===== config.mk =====
export PLATFORM = sky130hd
export DESIGN_NAME = frigate_xo_sequencer
export DESIGN_NICKNAME = d
export VERILOG_FILES = /design/src/rtl/frigate_xo_sequencer.sv
export SDC_FILE = /design/constraint.sdc
export NUM_CORES = 1
export LEC_CHECK = 0
export ABC_AREA = 1
export CAP_MARGIN = 20
export CORE_MARGIN = 4
export CORE_UTILIZATION = 56
export CTS_CLUSTER_DIAMETER = 40
export CTS_CLUSTER_SIZE = 12
export DETAILED_ROUTE_END_ITERATION = 6
export PLACE_DENSITY = 0.75
export SLEW_MARGIN = 20
export SYNTH_ARGS = -nofsm -noshare
export SYNTH_HDL_FRONTEND = slang
export SYNTH_SLANG_ARGS = --single-unit

===== constraint.sdc =====
create_clock -name clk -period 5.26 [get_ports clk]
set_clock_uncertainty 0.1 [all_clocks]
set_input_delay 0.789 -clock clk [delete_from_list [all_inputs] [get_ports clk]]
set_output_delay 0.789 -clock clk [all_outputs]
set_load 0.01 [all_outputs]

===== src/rtl/frigate_xo_sequencer.sv =====
// ----------------------------------------------------------------------------
// frigate_xo_sequencer
//
// Start-up and supervision controller for one crystal oscillator (LSXO or
// HSXO). It enables the oscillator and waits a fixed start-up time. It then
// qualifies the returned clock by counting its rising edges in a window of
// the always-on reference clock. After that it watches for lost edges while
// running, parks the oscillator in standby on request, and retries a bounded
// number of times before it flags failure.
//
// State table:
//   state | meaning
//   OFF   | oscillator disabled, all counters and retry count cleared
//   START | xo_ena=1, waiting STARTUP_CYCLES for the crystal to build up
//   CHECK | xo_ena=1, counting xo_dout edges over a CHECK_CYCLES window
//   RUN   | clock qualified (clk_ok=1), edge-gap watchdog active
//   STBY  | xo_ena=1 and xo_standby=1, watchdog idle, requalify on exit
//   FAIL  | retries exhausted, oscillator off, fail=1 until req_on drops
//
// Ports:
//   clk         always-on RC reference clock (only clock)
//   reset       synchronous, active-high
//   req_on      software request to run the oscillator (level)
//   sleep_req   request to park a running oscillator in standby (level)
//   xo_dout     oscillator output, asynchronous to clk, <= clk/4
//   xo_ena      oscillator enable
//   xo_standby  oscillator standby
//   clk_ok      oscillator qualified and running
//   fail        retries exhausted (sticky until req_on=0)
//   state       current state encoding for status readback
//   retry_cnt   failed qualifications since last OFF or pass (saturating)
// ----------------------------------------------------------------------------
module frigate_xo_sequencer #(
    parameter int STARTUP_CYCLES = 16384,
    parameter int CHECK_CYCLES   = 256,
    parameter int MIN_EDGES      = 8,
    parameter int TIMEOUT_CYCLES = 64,
    parameter int MAX_RETRIES    = 3
) (
    input  logic       clk,
    input  logic       reset,
    input  logic       req_on,
    input  logic       sleep_req,
    input  logic       xo_dout,
    output logic       xo_ena,
    output logic       xo_standby,
    output logic       clk_ok,
    output logic       fail,
    output logic [2:0] state,
    output logic [1:0] retry_cnt
);

    localparam int SW = $clog2(STARTUP_CYCLES + 1);
    localparam int CW = $clog2(CHECK_CYCLES + 1);
    localparam int EW = $clog2(MIN_EDGES + 1);
    localparam int WW = $clog2(TIMEOUT_CYCLES + 1);
    localparam int RW = $clog2(MAX_RETRIES + 1);

    localparam logic [SW-1:0] START_LAST = SW'(STARTUP_CYCLES - 1);
    localparam logic [CW-1:0] WIN_LAST   = CW'(CHECK_CYCLES - 1);
    localparam logic [EW-1:0] EDGE_MIN   = EW'(MIN_EDGES);
    localparam logic [WW-1:0] WD_LOAD    = WW'(TIMEOUT_CYCLES);
    localparam logic [RW-1:0] RETRY_MAX  = RW'(MAX_RETRIES);

    typedef enum logic [2:0] {
        S_OFF   = 3'd0,
        S_START = 3'd1,
        S_CHECK = 3'd2,
        S_RUN   = 3'd3,
        S_STBY  = 3'd4,
        S_FAIL  = 3'd5
    } state_t;

    state_t          cur_state;
    state_t          nxt_state;

    logic            dout_sync1;
    logic            dout_sync2;
    logic            dout_hist;
    logic            xo_edge;

    logic [SW-1:0]   start_cnt;
    logic [CW-1:0]   win_cnt;
    logic [EW-1:0]   edge_cnt;
    logic [EW-1:0]   edge_cnt_nxt;
    logic [WW-1:0]   wd_cnt;
    logic [RW-1:0]   retry_r;
    logic [RW-1:0]   retry_nxt;
    logic [RW-1:0]   retry_inc;
    logic            retry_exhausted;
    logic            qual_pass;

    // ------------------------------------------------------------------
    // xo_dout synchronizer and rising-edge detect
    // ------------------------------------------------------------------
    always_ff @(posedge clk) begin
        if (reset) begin
            dout_sync1 <= 1'b0;
            dout_sync2 <= 1'b0;
            dout_hist  <= 1'b0;
        end else begin
            dout_sync1 <= xo_dout;
            dout_sync2 <= dout_sync1;
            dout_hist  <= dout_sync2;
        end
    end

    assign xo_edge = dout_sync2 & ~dout_hist;

    // ------------------------------------------------------------------
    // Qualification helpers
    // ------------------------------------------------------------------
    // The edge seen in the final window cycle still counts toward the pass.
    always_comb begin
        edge_cnt_nxt = edge_cnt;
        if (xo_edge && (edge_cnt != EDGE_MIN)) begin
            edge_cnt_nxt = edge_cnt + EW'(1);
        end
    end

    assign qual_pass = (edge_cnt_nxt == EDGE_MIN);

    always_comb begin
        retry_inc = retry_r;
        if (retry_r != RETRY_MAX) begin
            retry_inc = retry_r + RW'(1);
        end
    end

    // New retry count above MAX_RETRIES-1 means no attempts are left.
    assign retry_exhausted = (retry_inc >= RETRY_MAX);

    // ------------------------------------------------------------------
    // Next-state logic
    // ------------------------------------------------------------------
    always_comb begin
        nxt_state = cur_state;
        retry_nxt = retry_r;

        case (cur_state)
            S_OFF: begin
                retry_nxt = '0;
                if (req_on) begin
                    nxt_state = S_START;
                end
            end

            S_START: begin
                if (start_cnt == START_LAST) begin
                    nxt_state = S_CHECK;
                end
            end

            S_CHECK: begin
                if (win_cnt == WIN_LAST) begin
                    if (qual_pass) begin
                        nxt_state = S_RUN;
                        retry_nxt = '0;
                    end else begin
                        retry_nxt = retry_inc;
                        nxt_state = retry_exhausted ? S_FAIL : S_START;
                    end
                end
            end

            S_RUN: begin
                // Sleep wins over an expiring watchdog; a fresh edge
                // reloads the watchdog instead of letting it expire.
                if (sleep_req) begin
                    nxt_state = S_STBY;
                end else if ((wd_cnt == '0) && !xo_edge) begin
                    retry_nxt = retry_inc;
                    nxt_state = retry_exhausted ? S_FAIL : S_CHECK;
                end
            end

            S_STBY: begin
                if (!sleep_req) begin
                    nxt_state = S_CHECK;
                end
            end

            S_FAIL: begin
                nxt_state = S_FAIL;
            end

            default: begin
                nxt_state = S_OFF;
            end
        endcase

        if (!req_on) begin
            nxt_state = S_OFF;
            retry_nxt = '0;
        end
    end

    // ------------------------------------------------------------------
    // State register, counters and registered outputs
    // ------------------------------------------------------------------
    always_ff @(posedge clk) begin
        if (reset) begin
            cur_state  <= S_OFF;
            start_cnt  <= '0;
            win_cnt    <= '0;
            edge_cnt   <= '0;
            wd_cnt     <= '0;
            retry_r    <= '0;
            xo_ena     <= 1'b0;
            xo_standby <= 1'b0;
            clk_ok     <= 1'b0;
            fail       <= 1'b0;
        end else begin
            cur_state <= nxt_state;
            retry_r   <= retry_nxt;

            // Each counter restarts from zero on every entry to its state.
            if ((cur_state == S_START) && (nxt_state == S_START)) begin
                start_cnt <= start_cnt + SW'(1);
            end else begin
                start_cnt <= '0;
            end

            if ((cur_state == S_CHECK) && (nxt_state == S_CHECK)) begin
                win_cnt  <= win_cnt + CW'(1);
                edge_cnt <= edge_cnt_nxt;
            end else begin
                win_cnt  <= '0;
                edge_cnt <= '0;
            end

            if (nxt_state != S_RUN) begin
                wd_cnt <= '0;
            end else if ((cur_state != S_RUN) || xo_edge) begin
                wd_cnt <= WD_LOAD;
            end else if (wd_cnt != '0) begin
                wd_cnt <= wd_cnt - WW'(1);
            end

            xo_ena     <= (nxt_state == S_START) || (nxt_state == S_CHECK) ||
                          (nxt_state == S_RUN)   || (nxt_state == S_STBY);
            xo_standby <= (nxt_state == S_STBY);
            clk_ok     <= (nxt_state == S_RUN);
            fail       <= (nxt_state == S_FAIL);
        end
    end

    assign state     = cur_state;
    assign retry_cnt = 2'(retry_r);

endmodule


==> metrics.txt <==
Setup crit start kind=flip-flop; Arrival @ worst endpoint=2530 ps; leakage=1.02 nW; drt pass-1 iters=4; GRT Residual Overflow=0; Worst Path Max Fanout=16; flop2flop setup slack=2840 ps; Core Region=4060 sq um; most frequent cells in the layout=nand2_1, dfxtp_1, inv_1; Max Slew Vio Count=0; die area=5340 sq um; Sum Neg Setup Slack=0 ps; worst hold margin=303 ps; Final Non-Filler Cells=373; Routed Antenna Nets=0; Tightest Pin Transition=405 ps; final hold violation count=0; Peak Freq=413 MHz; CTS resizes=0; TritonCTS clock tree=done; kind of critical path=flip-flop to flip-flop; via count=1834; Setup Fix Bufs, Post-CTS=0; post-route clock period utilization=46.0%; Post-CTS Hold Fix Bufs=0; vias per cell=4.92; worst endpoint required time=5370 ps; Slew headroom=73.0%; first-pass GRT wire length=7.25 mm; clock slew at reported path FFs=90 ps; drt drc=0; RSZ-0062 raised after global routing=false; layout cells sized above 1=14.2%; WL per Instance=10.6 microns; synth unique cells=27; PD cells=232 nW/um^2; DR iter-0 viols=88; top-area cell type share of the netlist area=39.6%; status=finished clean; Cell Rows=23; minimum clock period=2420 ps; root buf cell=clkbuf_8; final core occ=64.7%; worst min path class=flip-flop to flip-flop; largest net degree at the start of global routing=17; part of the Yosys area used for sequential elements=39.6%; Initial Util=58.5%; synth-to-layout area growth=10.5%; most common cell after layout, fill and taps aside=nand2_1; Die H=73.1 microns; initial antenna violation count=0; post-synthesis cell area=2370 sq um; GRT Util Overall=17.3%; worst skew pair latency=300 ps; Synth area leader=dfxtp_1; vias in the first global route=1696; H-tree lvl count=2; I/O pin count=14; final setup fails=0; Synth Register Bits=47; Max IR drop VDD=0.165 mV; syn_area_per_cell=7.76 sq um; placed cell count=365; final wirelength=3.96 mm; Synth Warn #=0; Max-cap violations=0; HPWL Detailed=2.98 mm; CTS Buf Count=5; Die Wd=73.1 microns; port bufs=13; Routability Congestion=0.820; largest cells by area after synthesis=dfxtp_1, nand2_1, inv_1; cell count after synthesis=306; clock buffer depth=2; clock sink count=47; post-route cell area=2620 sq um; dpl cell area=2530 sq um; Crit. End Element=flip-flop; Syn Nets=318; Antenna Cells=0; post-layout net count=334
-- critical path, stage by stage (launching register included) --
cell and delay [ps]:
dfxtp_1 380, ha_1 220, nand3_1 80, nor2_1 180, nand2_1 80, nor2_1 120, ha_1 200, inv_1 60
nor2_1 130, nor3_2 50, nand3_2 90, nand2_2 80, nand3b_4 330, nor3_1 240
-- synthesized netlist by cell type, drive strengths merged --
cell	instances
dfxtp	47
ha	7
xnor2	9
a21oi	6
clkbuf	1
a21boi	1
buf	3
nor2	48
or2	2
xor2	14
nand4	9
nor3	23
inv	48
o21ai	7
a2111oi	1
nand3	25
nand3b	1
nand2	54
-- area by class of cell --
cell class,instances,area (sq um)
Clock buffer,7,86.3
Clock inverter,1,8.76
Fill cell,378,1430
Inverter,48,180
Multi-Input combinational cell,207,1210
Sequential cell,47,941
Tap cell,50,62.6
Timing Repair Buffer,13,130
-- state kept, by name, summed over array words and instances (netlist names), 2 cells and up --
signal,flops
start_cnt,15
win_cnt,9
wd_cnt,7
edge_cnt,4
state,3
retry_cnt,2
-- final timing paths --
check	startpoint	to	cells after the start
max reg2reg	win_cnt[0]$_SDFF_PP0_	start_cnt[6]$_SDFF_PP0_	13
max	win_cnt[0]$_SDFF_PP0_	start_cnt[6]$_SDFF_PP0_	13
min reg2reg	dout_sync1$_SDFF_PP0_	dout_sync2$_SDFF_PP0_	2
min	dout_sync1$_SDFF_PP0_	dout_sync2$_SDFF_PP0_	2
-- layer usage --
metal | global-route usage, % | share of wire, % | wire (microns)
met4 | 7.99 | 2.0 | 81
met1 | 22.3 | 50 | 1970
met2 | 27.1 | 43 | 1720
met5 | 0 | 0 | 0
met3 | 4.41 | 4.7 | 185
-- where the power goes --
part           internal, W  switching (W)
clock             0.000108       0.000115
combinational    0.0000102      0.0000181
sequential        0.000358     0.00000149
total             0.000476       0.000134
-- per-stage QoR --
step,worst slack [ps],total power [W]
2_1_floorplan,3180,0.000388
6_report,2840,0.000610
3_3_place_gp,2810,0.000396
4_1_cts,2820,0.000623
3_5_place_dp,2750,0.000396
5_1_grt,2570,0.000639
-- kinds of logic (layout without fill, tap and decap cells) --
kind of cell	after synthesis	in the layout	share of synthesized area, %
AND/OR/NAND/NOR	162	162	35.4
buffers and inverters	52	69	9.17
flip-flops	47	47	39.6
AO/OA/AOI/OAI	15	15	3.58
adder cells (fa/ha/maj)	7	7	3.69
XOR/XNOR	23	23	8.49
Power figures use the tool's default switching activity.
